`src/rtl/multicycle_control_unit.sv`:
```
// multicycle_control_unit
//   Sequences RV32I instructions through INIT/FETCH/DECODE/EXECUTE/MEM/WB,
//   gating write and branch strobes by state. Static datapath controls are a
//   combinational decode of op/funct3/funct7. Also flags illegal opcodes,
//   aborts stalled memory accesses after MEM_TIMEOUT cycles and counts
//   retired instructions.
// Parameters:
//   MEM_HANDSHAKE  1: MEM waits for dmem_ready, 0: MEM lasts one cycle
//   MEM_TIMEOUT    max MEM cycles without dmem_ready before abort (>=2)
//   CNT_W          width of the retired-instruction counter
// Ports:
//   clk, reset (async, active-low)
//   op/funct3/funct7       instruction fields from the instruction register
//   dmem_ready             data memory completes access this cycle
//   ir_en, pc_en           IR load / PC update strobes
//   regFile_wr_en, dataMem_wr_en, dataMem_rd_req   write / request strobes
//   AluSrcMuxSel, RFWriteDataSrcMuxSel, immExtType, dataMemWDataTrncType,
//   dataMemRDataExtType, ALUControl                static decode
//   Bbranch, Jbranch, JIbranch                     branch-type strobes
//   illegal_instr, mem_fault                       one-cycle fault pulses
//   state                                          current FSM state
//   instret                                        retired-instruction count
module multicycle_control_unit #(
  parameter bit          MEM_HANDSHAKE = 1'b1,
  parameter int unsigned MEM_TIMEOUT   = 16,
  parameter int unsigned CNT_W         = 32
) (
  input  logic             clk,
  input  logic             reset,
  input  logic [6:0]       op,
  input  logic [2:0]       funct3,
  input  logic [6:0]       funct7,
  input  logic             dmem_ready,
  output logic             ir_en,
  output logic             pc_en,
  output logic             regFile_wr_en,
  output logic             dataMem_wr_en,
  output logic             dataMem_rd_req,
  output logic             AluSrcMuxSel,
  output logic [1:0]       RFWriteDataSrcMuxSel,
  output logic [2:0]       immExtType,
  output logic [1:0]       dataMemWDataTrncType,
  output logic [2:0]       dataMemRDataExtType,
  output logic             Bbranch,
  output logic             Jbranch,
  output logic             JIbranch,
  output logic [3:0]       ALUControl,
  output logic             illegal_instr,
  output logic             mem_fault,
  output logic [2:0]       state,
  output logic [CNT_W-1:0] instret
);

  localparam int unsigned WW = $clog2(MEM_TIMEOUT);

  typedef enum logic [2:0] {
    ST_INIT    = 3'd0,
    ST_FETCH   = 3'd1,
    ST_DECODE  = 3'd2,
    ST_EXECUTE = 3'd3,
    ST_MEM     = 3'd4,
    ST_WB      = 3'd5
  } state_t;

  typedef enum logic [3:0] {
    C_BAD, C_R, C_IL, C_I, C_S, C_B, C_U, C_UA, C_J, C_JI
  } iclass_t;

  state_t           r_state;
  logic [WW-1:0]    r_wait;
  logic [CNT_W-1:0] r_instret;
  iclass_t          w_class;
  logic             w_mem_ok;
  logic             w_tmo;
  logic             w_retire;
  logic             w_unused;

  // Only funct7[5] carries meaning for RV32I base decode.
  assign w_unused = ^{funct7[6], funct7[4:0]};

  always_comb begin
    case (op)
      7'b0110011: w_class = C_R;
      7'b0000011: w_class = C_IL;
      7'b0010011: w_class = C_I;
      7'b0100011: w_class = C_S;
      7'b1100011: w_class = C_B;
      7'b0110111: w_class = C_U;
      7'b0010111: w_class = C_UA;
      7'b1101111: w_class = C_J;
      7'b1100111: w_class = C_JI;
      default:    w_class = C_BAD;
    endcase
  end

  // Static datapath decode, independent of state.
  always_comb begin
    AluSrcMuxSel         = 1'b0;
    RFWriteDataSrcMuxSel = 2'b00;
    immExtType           = 3'b000;
    dataMemWDataTrncType = 2'b00;
    dataMemRDataExtType  = 3'b000;
    ALUControl           = 4'b0000;
    case (w_class)
      C_R:  ALUControl = {funct7[5], funct3};
      C_I: begin
        immExtType = 3'b001;
        AluSrcMuxSel = 1'b1;
        // Only the shifts use funct7[5] to select arithmetic/logical.
        ALUControl = (funct3 == 3'b001 || funct3 == 3'b101) ?
                     {funct7[5], funct3} : {1'b0, funct3};
      end
      C_IL: begin
        AluSrcMuxSel         = 1'b1;
        RFWriteDataSrcMuxSel = 2'b01;
        dataMemRDataExtType  = funct3;
      end
      C_S: begin
        AluSrcMuxSel         = 1'b1;
        immExtType           = 3'b010;
        dataMemWDataTrncType = funct3[1:0];
      end
      C_B: begin
        immExtType = 3'b011;
        ALUControl = {1'b0, funct3};
      end
      C_U: begin
        RFWriteDataSrcMuxSel = 2'b10;
        immExtType           = 3'b100;
      end
      C_UA: begin
        RFWriteDataSrcMuxSel = 2'b11;
        immExtType           = 3'b100;
      end
      C_J: begin
        RFWriteDataSrcMuxSel = 2'b11;
        immExtType           = 3'b101;
      end
      C_JI: begin
        AluSrcMuxSel         = 1'b1;
        RFWriteDataSrcMuxSel = 2'b11;
        ALUControl           = {1'b0, funct3};
      end
      default: ;
    endcase
  end

  // MEM completion and abort. A ready on the timeout cycle wins.
  assign w_mem_ok = !MEM_HANDSHAKE || dmem_ready;
  assign w_tmo    = MEM_HANDSHAKE && !dmem_ready &&
                    (r_wait == WW'(MEM_TIMEOUT - 1));

  // Strobes decode from the registered state plus the same-cycle
  // dmem_ready, so they follow reset asynchronously through r_state.
  always_comb begin
    ir_en          = 1'b0;
    pc_en          = 1'b0;
    regFile_wr_en  = 1'b0;
    dataMem_wr_en  = 1'b0;
    dataMem_rd_req = 1'b0;
    Bbranch        = 1'b0;
    Jbranch        = 1'b0;
    JIbranch       = 1'b0;
    illegal_instr  = 1'b0;
    mem_fault      = 1'b0;
    case (r_state)
      ST_FETCH: ir_en = 1'b1;
      ST_DECODE: begin
        if (w_class == C_BAD) begin
          illegal_instr = 1'b1;
          pc_en         = 1'b1;
        end
      end
      ST_EXECUTE: begin
        case (w_class)
          C_R, C_I, C_U, C_UA, C_J, C_JI: begin
            regFile_wr_en = 1'b1;
            pc_en         = 1'b1;
          end
          C_B: begin
            Bbranch = 1'b1;
            pc_en   = 1'b1;
          end
          default: ;
        endcase
        Jbranch  = (w_class == C_J) || (w_class == C_JI);
        JIbranch = (w_class == C_JI);
      end
      ST_MEM: begin
        dataMem_wr_en  = (w_class == C_S);
        dataMem_rd_req = (w_class == C_IL);
        if (w_tmo) begin
          mem_fault = 1'b1;
          pc_en     = 1'b1;
        end else if (w_mem_ok && w_class == C_S) begin
          pc_en = 1'b1;
        end
      end
      ST_WB: begin
        regFile_wr_en = 1'b1;
        pc_en         = 1'b1;
      end
      default: ;
    endcase
  end

  assign w_retire = pc_en && !illegal_instr && !mem_fault;

  always_ff @(posedge clk or negedge reset) begin
    if (!reset) begin
      r_state   <= ST_INIT;
      r_wait    <= '0;
      r_instret <= '0;
    end else begin
      if (w_retire) r_instret <= r_instret + 1'b1;
      case (r_state)
        ST_INIT:  r_state <= ST_FETCH;
        ST_FETCH: r_state <= ST_DECODE;
        ST_DECODE: begin
          r_state <= (w_class == C_BAD) ? ST_FETCH : ST_EXECUTE;
          r_wait  <= '0;
        end
        ST_EXECUTE: begin
          r_state <= (w_class == C_S || w_class == C_IL) ? ST_MEM : ST_FETCH;
          r_wait  <= '0;
        end
        ST_MEM: begin
          if (w_tmo)         r_state <= ST_FETCH;
          else if (w_mem_ok) r_state <= (w_class == C_IL) ? ST_WB : ST_FETCH;
          else               r_wait  <= r_wait + 1'b1;
        end
        ST_WB:   r_state <= ST_FETCH;
        default: r_state <= ST_INIT;
      endcase
    end
  end

  assign state   = r_state;
  assign instret = r_instret;

endmodule

```
`config.mk`:
```
export PLATFORM = sky130hd
export DESIGN_NAME = multicycle_control_unit
export DESIGN_NICKNAME = d
export VERILOG_FILES = /design/src/rtl/multicycle_control_unit.sv
export SDC_FILE = /design/constraint.sdc
export NUM_CORES = 1
export LEC_CHECK = 0
export ABC_CLOCK_PERIOD_IN_PS = 1920
export BUFFER_PORTS_ARGS = -buffer_cell sky130_fd_sc_hd__buf_2
export CORE_UTILIZATION = 34
export DETAILED_ROUTE_END_ITERATION = 7
export PLACE_DENSITY = 0.63
export SYNTH_ARGS = -nofsm -noshare
export SYNTH_HDL_FRONTEND = slang
export SYNTH_SLANG_ARGS = --single-unit
```
`constraint.sdc`:
```
create_clock -name clk -period 1.92 [get_ports clk]
set_input_delay 0.288 -clock clk [delete_from_list [all_inputs] [get_ports clk]]
set_output_delay 0.288 -clock clk [all_outputs]
set_load 0.02 [all_outputs]
```
==> flow_summary.ini, run 1 <==
[worst_setup_path]
cp.arrival_ns = 1.89
reg2regPathDepth = 10
slowest_delay_ns = 0.39
crit_chain = ha_2, and3_4, a21o_1, o21a_2, buf_6, nor3_4, nor2_2, buf_6
critPathSlowestCell = dfrtp_1
cp-start-kind = register
crit_required_ns = 1.63
end_kind = output pin
crit_fanout = 2
crit_top_cell = buf_6
critPathKind = reg -> out

[global_routing]
globalRoute.totalOverflow = 0
grt_pass1_wl_mm = 10.8
antenna_found_initial = 0
grt_max_degree = 19
grtUsageTotal = 0.185
grt_pass1_vias = 2283

[cells_and_area]
drive_above_1_share = 0.486
fillerInstances = 597
fin_nets = 406
diodes = 0
utilization = 0.545
area_growth_pct = 55.8

[synthesis]
syn_inst = 253
ys.warnings.count = 0
ys_seq_area_frac = 0.413
synth_nets = 277
synth-async-reset-ratio = 1.00
synth-edff-count = 0
mappedNetlistArea_um2 = 2360
ys_types = 48
synth-seq-cells = 39
avgSynthCellArea_um2 = 9.34
ys.flop_type = dfrtp_1

[route]
drt_iter0_drc = 98
vias = 2331
wl_per_cell_um = 14.1
totalWireLength_mm = 6.53
viasPerCell = 5.03
ant_nets = 0
firstDrtPassIters = 6
drc = 0

[timing]
clock_skew_ns = 0.0108
period_needed_ns = 2.17
period_share = 1.13
worstMarginPinSlew_ns = 0.311
timing.final.hold_violations = 0
timing.hold.ws_ns = 0.348
final-max-slew-violation-count = 0
setup_viol = 30
timing.fmax_ghz = 0.460
grt_setup_unrepaired = yes
fin_ws_ns = -0.254
max_slew_margin = 0.792

[floorplanning]
die-width_um = 85.4
core_area_um2 = 6760
placement_rows = 30
die-area_um2 = 7290
start_util = 0.350
fp.dieH_um = 85.4
io_pins = 80

[worst_hold_path]
hold_class = in -> async

[status]
run_status = finished, violations left
violations = negative setup slack

[clock_tree]
clkSinkCount = 39
numCtsBuffers = 5
clk_latency_ns = 0.29
cts_tree = yes
cts_buffer_depth = 2
cts_root_buf = clkbuf_8
htree_levels = 2
cts.clk_slew.worst_paths_ns = 0.08

[placement]
dp_hpwl_mm = 4.56
gp_congestion = 0.926
io_buffers = 73
dpl_worst_slack_ns = -0.141

[power]
total_leakage_power_uw = 0.00192
max-vdd-ir-drop_v = 0.000246
p_per_area_nw_per_um2 = 450

[run]
maxCapViolations = 0
## Yosys cell counts, drive strengths merged (6+ instances only)
cell type	instances	area [µm²]
inv	8	30.0
and3	6	37.5
dfrtp	39	976
and2	10	62.6
nor2	23	93.8
buf	7	50.1
xnor2	11	96.3
nand2	25	93.8
nand4	10	62.6
nand3	9	45.0
nor4	10	62.6
nor3	18	101
xor2	23	201
## worst max-delay path: cells and delay by family (launching register included)
family,cells,cell delay [ns]
adders and majority gates,1,0.19
buffers and inverters,2,0.25
DFF,1,0.39
AOI/OAI and AO/OA,2,0.38
and+or+nand+nor,3,0.39
## stage by stage
stage / total power [µW] / instances / TNS [ns] / instance area (µm²)
5_1_grt: 1730 / 463 / -7.49 / 3680
3_3_place_gp: 984 / 443 / -1.03 / 3220
4_1_cts: 1680 / 461 / -4.70 / 3580
2_1_floorplan: 904 / 253 / -5.71 / 2460
3_5_place_dp: 985 / 443 / -1.28 / 3220
6_report: 1660 / 463 / -4.43 / 3680
## repair_timing
item                       in CTS  in global routing
setup endpoints to repair      32                 39
setup buffers                   5                  2
hold endpoints to repair        5                  0
hold buffers                    1                  0
pin swaps                      11                  7
cloned                          4                  0
gates resized for setup        23                 19
## path summary, 6_finish.rpt
| check | slack (ns) | to | startpoint |
|---|---|---|---|
| max in group asynchronous | 1.08 | state[2]$_DFFE_PN0P_ | reset |
| worst max-delay path | -0.25 | pc_en | r_wait[1]$_DFFE_PN0P_ |
| worst min register to register | 0.47 | instret[31]$_DFFE_PN0P_ | instret[31]$_DFFE_PN0P_ |
| worst max register to register | -0.22 | instret[7]$_DFFE_PN0P_ | r_wait[1]$_DFFE_PN0P_ |
| min in group clk | 0.46 | state[2]$_DFFE_PN0P_ | op[4] |
| worst min-delay path | 0.35 | instret[20]$_DFFE_PN0P_ | reset |
## layout make-up
type | count | area, µm² | area share
clock buffer | 5 | 68.8 | 0.0187
multi-input combinational | 198 | 1510 | 0.409
clock inverter | 3 | 43.8 | 0.0119
tap | 80 | 100 | 0.0272
timing repair buffer | 130 | 951 | 0.258
inverter | 8 | 32.5 | 0.00883
sequential | 39 | 980 | 0.266
## routing by layer
metal	GRT usage	vias to the layer above	wire length, µm
li1	-	1149	-
met1	0.248	1111	3020
met2	0.318	64	3230
met3	0.0321	7	243
met4	0.0303	0	31
met5	0	-	0
## state kept, by name (all words and copies together) (netlist names)
signal,flops
state,3
instret,32
r_wait,4
## placed cells by master (no fill, tap or decap), types with 3 or more instances in the layout
| cell | netlist | routed |
|---|---|---|
| nand4_1 | 10 | 10 |
| xor2_1 | 23 | 23 |
| inv_1 | 8 | 6 |
| and3_1 | 6 | 5 |
| nor3_2 | 0 | 7 |
| and2_1 | 9 | 9 |
| dfrtp_2 | 0 | 3 |
| a21oi_1 | 5 | 5 |
| buf_6 | 2 | 6 |
| nand2b_1 | 5 | 5 |
| xnor2_1 | 11 | 9 |
| clkbuf_8 | 0 | 5 |
| nand2_1 | 25 | 24 |
| nor4_1 | 10 | 3 |
| nand3_1 | 9 | 6 |
| nor2_2 | 0 | 3 |
| nor2b_1 | 5 | 4 |
| nor2_1 | 22 | 18 |
| buf_12 | 0 | 3 |
| o21ai_0 | 4 | 4 |
| nor4_2 | 0 | 6 |
| buf_2 | 4 | 69 |
| buf_4 | 1 | 47 |
| nor3_1 | 17 | 9 |
| buf_16 | 0 | 3 |
| dfrtp_1 | 39 | 36 |
## cell families after synthesis
family	Yosys count	share of synthesized area
buf+inv	16	0.0355
xor+xnor	34	0.126
flops	39	0.413
simple gates	134	0.311
fa+ha+maj	4	0.0212
mux	1	0.00476
compound gates	25	0.0889
## report_power, final
group / switching, µW / internal [µW]
Clock: 295 / 387
Sequential: 2.97 / 824
Combinational: 84.0 / 65.1
Total: 382 / 1280
Note: power is estimated with default switching activity, not from simulation.
==> run 2: changes to the inputs <==
--- a/config.mk
+++ b/config.mk
@@ -8,7 +8,7 @@
 export ABC_CLOCK_PERIOD_IN_PS = 1920
 export BUFFER_PORTS_ARGS = -buffer_cell sky130_fd_sc_hd__buf_2
-export CORE_UTILIZATION = 34
+export CORE_UTILIZATION = 46
 export DETAILED_ROUTE_END_ITERATION = 7
-export PLACE_DENSITY = 0.63
+export PLACE_DENSITY = 0.8
 export SYNTH_ARGS = -nofsm -noshare
 export SYNTH_HDL_FRONTEND = slang
==> constraint.sdc (replaced) <==
create_clock -name clk -period 1.92 [get_ports clk]
set_input_delay 0.288 -clock clk [delete_from_list [all_inputs] [get_ports clk]]
set_output_delay 0.288 -clock clk [all_outputs]
set_load 0.01 [all_outputs]
==> run 2 against run 1 <==
  * The run still ends with negative setup slack left
  * Clock skew decreased by 0.0074 ns
  * Wire length is 8.0% higher
  * Highest routed layer unchanged
  * Via count grew 6.3%
  * Clock-buffer cell count stayed put
  * Non-clock buffer count rose by 5
  * Sequential share of layout area up 0.21 points
==> flow_summary.ini, run 2 (same netlist as run 1, synthesis figures left out) <==
[placement]
dp_hpwl_mm = 4.52
place_inst = 437
dpl_worst_slack_ns = -0.262
gp_congestion = 0.841
io_buffers = 73

[global_routing]
grt_max_degree = 40
use_met1 = 0.311
grt_use_met3 = 0.0494
grt_use_met2 = 0.462
grt_pass1_wl_mm = 10.9
antenna_found_initial = 0
grt_pass1_vias = 2401
top_usage_layer = met2
globalRoute.totalOverflow = 0
grtUsageTotal = 0.262

[floorplanning]
die-area_um2 = 5430
die-width_um = 73.7
fp.dieH_um = 73.7
placement_rows = 25
io_pins = 80
start_util = 0.487
core_area_um2 = 4850

[worst_hold_path]
hold_class = in -> async

[route]
vias = 2479
wl_per_cell_um = 15.5
firstDrtPassIters = 4
viasPerCell = 5.45
drt_iter0_drc = 160
ant_nets = 0
totalWireLength_mm = 7.05
drc = 0

[timing]
timing.fmax_ghz = 0.483
final-max-slew-violation-count = 0
tns_ns = -2.22
timing.hold.ws_ns = 0.0378
setup_viol = 33
max_slew_margin = 0.681
period_share = 1.08
period_needed_ns = 2.07
clock_skew_ns = 0.00336
fin_ws_ns = -0.149
grt_setup_unrepaired = yes
timing.final.hold_violations = 0
worstMarginPinSlew_ns = 0.479

[worst_setup_path]
rrSetupSlack_ns = -0.14
crit_start = r_wait[0]$_DFFE_PN0P_
r2r-start = r_wait[0]$_DFFE_PN0P_
crit_required_ns = 1.63
timing.rr.end = instret[19]$_DFFE_PN0P_
crit_fanout = 2
crit_end = pc_en
reg2regPathDepth = 10
end_kind = output pin
cp.arrival_ns = 1.78
cp-start-kind = register
critPathKind = reg -> out

[clock_tree]
numCtsBuffers = 5
cts.clk_slew.worst_paths_ns = 0.07
clkSinkCount = 39
cts_tree = yes
cts_root_buf = clkbuf_8
htree_levels = 2
clk_latency_ns = 0.29
cts_buffer_depth = 2

[power]
p_per_area_nw_per_um2 = 414
finalPower_uw = 1510
max-vdd-ir-drop_v = 0.000269
total_leakage_power_uw = 0.00197

[status]
run_status = finished, violations left
violations = negative setup slack

[cells_and_area]
largest_reg_flops = 32
fin_nets = 411
area_growth_pct = 54.4
final_cell_mix = buf_2, buf_4, dfrtp_1, nand2_1, xor2_1
drive_above_1_share = 0.495
instances_no_fill = 455
final_common_cell = buf_2
diodes = 0

[run]
maxCapViolations = 0
==> run 2: layout make-up <==
type / count / area [µm²]
Tap cell: 67 / 83.8
Timing Repair Buffer: 135 / 915
Multi-Input combinational cell: 198 / 1560
Clock buffer: 5 / 68.8
Clock inverter: 3 / 15.0
Sequential cell: 39 / 978
Inverter: 8 / 32.5
Fill cell: 319 / 1200
==> run 2: timing repair <==
| action | 4_1_cts | 5_1_grt |
|---|---|---|
| cloned | 1 | 0 |
| pin swaps | 20 | 7 |
| setup endpoints to repair | 36 | 40 |
| buffers inserted | 7 | 2 |
| resized for setup | 31 | 21 |
| hold buffers | 0 | 0 |
==> run 2: power by group <==
part	internal, µW	total, µW	switching [µW]
clock	249	541	292
combinational	64.9	143	78.5
sequential	824	827	3.29
total	1140	1510	374
==> run 2: worst min-delay path by stage <==
stage	start	depth (start not counted)	endpoint
3_5_place_dp	reset	2	instret[4]$_DFFE_PN0P_
2_1_floorplan	reset	0	instret[0]$_DFFE_PN0P_
3_3_place_gp	reset	2	instret[4]$_DFFE_PN0P_
6_report	reset	2	instret[3]$_DFFE_PN0P_
5_1_grt	reset	2	instret[1]$_DFFE_PN0P_
4_1_cts	reset	2	instret[4]$_DFFE_PN0P_
==> run 2: worst max-delay path, cell delays in order (launching register included) <==
cell	delay [ns]
dfrtp_1	0.39
ha_2	0.19
and3_4	0.15
a21o_1	0.16
o21a_1	0.19
buf_6	0.12
nor3_4	0.11
nor2_2	0.04
buf_2	0.14
==> run 2: through the flow <==
| stage | instance area, µm² | util |
|---|---|---|
| after floorplan | 2430 | - |
| after global placement | 3210 | 0.661 |
| after detailed placement | 3210 | 0.661 |
| after CTS | 3510 | 0.724 |
| after global routing | 3650 | 0.753 |
| final | 3650 | 0.753 |
==> run 2: routing by layer <==
layer  vias to the layer above  share of wire
li1                       1160              -
met1                      1203           0.42
met2                       102           0.51
met3                        14          0.047
met4                         0          0.020
met5                         -              0
==> run 3: changes to the inputs <==
Settings changed: CAP_MARGIN from default to 20, RECOVER_POWER from default to 50.
==> run 3 against run 2 <==
  * The flow still finishes with violations (negative setup slack)
  * Cell count is the same
  * Fmax barely moved
  * Combinational power about the same
  * Clock-buffer cell count stayed put
  * Largest cell class unchanged
  * Largest power group unchanged
==> flow_summary.ini, run 3 (same netlist as run 1, synthesis figures left out) <==
[clock_tree]
cts.clk_slew.worst_paths_ns = 0.07
clkSinkCount = 39
cts_tree = yes
numCtsBuffers = 5
holdBufCountCts = 0
htree_levels = 2
clk_latency_ns = 0.30
cts_buffer_depth = 2
cts_root_buf = clkbuf_8

[placement]
dp_hpwl_mm = 4.52
io_buffers = 73
place_inst = 437
gp_congestion = 0.841

[global_routing]
globalRoute.totalOverflow = 0
grt_pass1_wl_mm = 10.9
antenna_found_initial = 0
grtUsageTotal = 0.262
grt_pass1_vias = 2401
grt_max_degree = 40

[route]
firstDrtPassIters = 4
wl_per_cell_um = 15.5
totalWireLength_mm = 7.06
viasPerCell = 5.46
drt_iter0_drc = 158
vias = 2484
ant_nets = 0
drc = 0

[cells_and_area]
fin_nets = 411
drive_above_1_share = 0.466
multi_input_area_um2 = 1560
instances_no_fill = 455
area_growth_pct = 53.7
final_cell_mix = buf_2, buf_4, dfrtp_1, nand2_1, xor2_1
ff_latch_area_um2 = 978
utilization = 0.749
largest_reg_flops = 32
diodes = 0
final_common_cell = buf_2
fillerInstances = 329

[timing]
max_slew_margin = 0.364
tns_ns = -2.21
period_needed_ns = 2.07
fin_ws_ns = -0.151
timing.hold.ws_ns = 0.216
timing.final.hold_violations = 0
clock_skew_ns = 0.00457
setup_viol = 33
timing.fmax_ghz = 0.483
period_share = 1.08
worstMarginPinSlew_ns = 0.953
grt_setup_unrepaired = yes
final-max-slew-violation-count = 0

[run]
maxCapViolations = 0

[floorplanning]
io_pins = 80
die-area_um2 = 5430
start_util = 0.487
core_area_um2 = 4850
fp.dieH_um = 73.7
placement_rows = 25
die-width_um = 73.7

[worst_setup_path]
critPathKind = reg -> out
crit_required_ns = 1.63
cp-start-kind = register
cp.arrival_ns = 1.78
end_kind = output pin
crit_fanout = 2

[power]
p_comb_frac = 0.095
switching_share = 0.248
seqPwrFrac = 0.547
p_int_uw = 1140
finalPower_uw = 1510
max-vdd-ir-drop_v = 0.000270
pwr-share-clk = 0.358
p_switching_uw = 375
total_leakage_power_uw = 0.00193
p_per_area_nw_per_um2 = 416

[status]
run_status = finished, violations left
violations = negative setup slack

[worst_hold_path]
hold_class = in -> async
[run 3: cell count changes in the layout (fill, tap and decap cells not counted)]
cell / before / now
buf_2: 71 / 60
buf_4: 52 / 51
clkbuf_1: 0 / 11
clkbuf_2: 0 / 1
[run 3: per-stage QoR]
stage	setup slack [ns]	instance area [µm²]
2_1_floorplan	-0.128	2430
3_3_place_gp	-0.232	3210
3_5_place_dp	-0.262	3210
4_1_cts	-0.157	3510
5_1_grt	-0.230	3630
6_report	-0.151	3630
[run 3: power by group through the flow]
stage	Clock [µW]	Sequential, µW	Combinational, µW
2_1_floorplan	0	846	52.4
3_3_place_gp	0	843	135
3_5_place_dp	0	843	139
4_1_cts	543	827	142
5_1_grt	583	827	157
6_report	541	827	143
[run 3: final timing paths]
check | start | endpoint | slack (ns) | cells past startpoint
max | r_wait[0]$_DFFE_PN0P_ | pc_en | -0.15 | 8
min | reset | instret[3]$_DFFE_PN0P_ | 0.22 | 2
max reg2reg | r_wait[0]$_DFFE_PN0P_ | instret[24]$_DFFE_PN0P_ | -0.14 | 10
min reg2reg | instret[31]$_DFFE_PN0P_ | instret[31]$_DFFE_PN0P_ | 0.48 | 1
max in group asynchronous | reset | state[0]$_DFFE_PN0P_ | 1.06 | 2
min in group clk | instret[31]$_DFFE_PN0P_ | instret[31]$_DFFE_PN0P_ | 0.48 | 1
[run 3: layout make-up]
cell class	instances	share of cell area
multi-input cells	198	0.428
flip-flops and latches	39	0.269
repair buffers	135	0.247
well taps	67	0.0231
clock buffers	5	0.0189
inverters	8	0.00895
clock inverters	3	0.00413
[run 3: routing by layer]
| metal | wire (µm) | track usage |
|---|---|---|
| met2 | 3630 | 0.462 |
| met5 | 0 | 0 |
| met4 | 128 | 0.109 |
| met1 | 2940 | 0.311 |
| met3 | 362 | 0.0494 |
[run 3: critical path, cell delays in order, from the launching register on]
cell and delay (ns):
dfrtp_1 0.39, ha_2 0.19, and3_4 0.15, a21o_1 0.16
o21a_1 0.19, buf_6 0.12, nor3_4 0.11, nor2_2 0.04
buf_2 0.14
[run 3: timing repair]
item                                    CTS  global route
buffers inserted                          7             2
resized for setup                        31            21
gates cloned                              1             0
endpoints found under the setup margin   36            40
pin swaps                                20             7
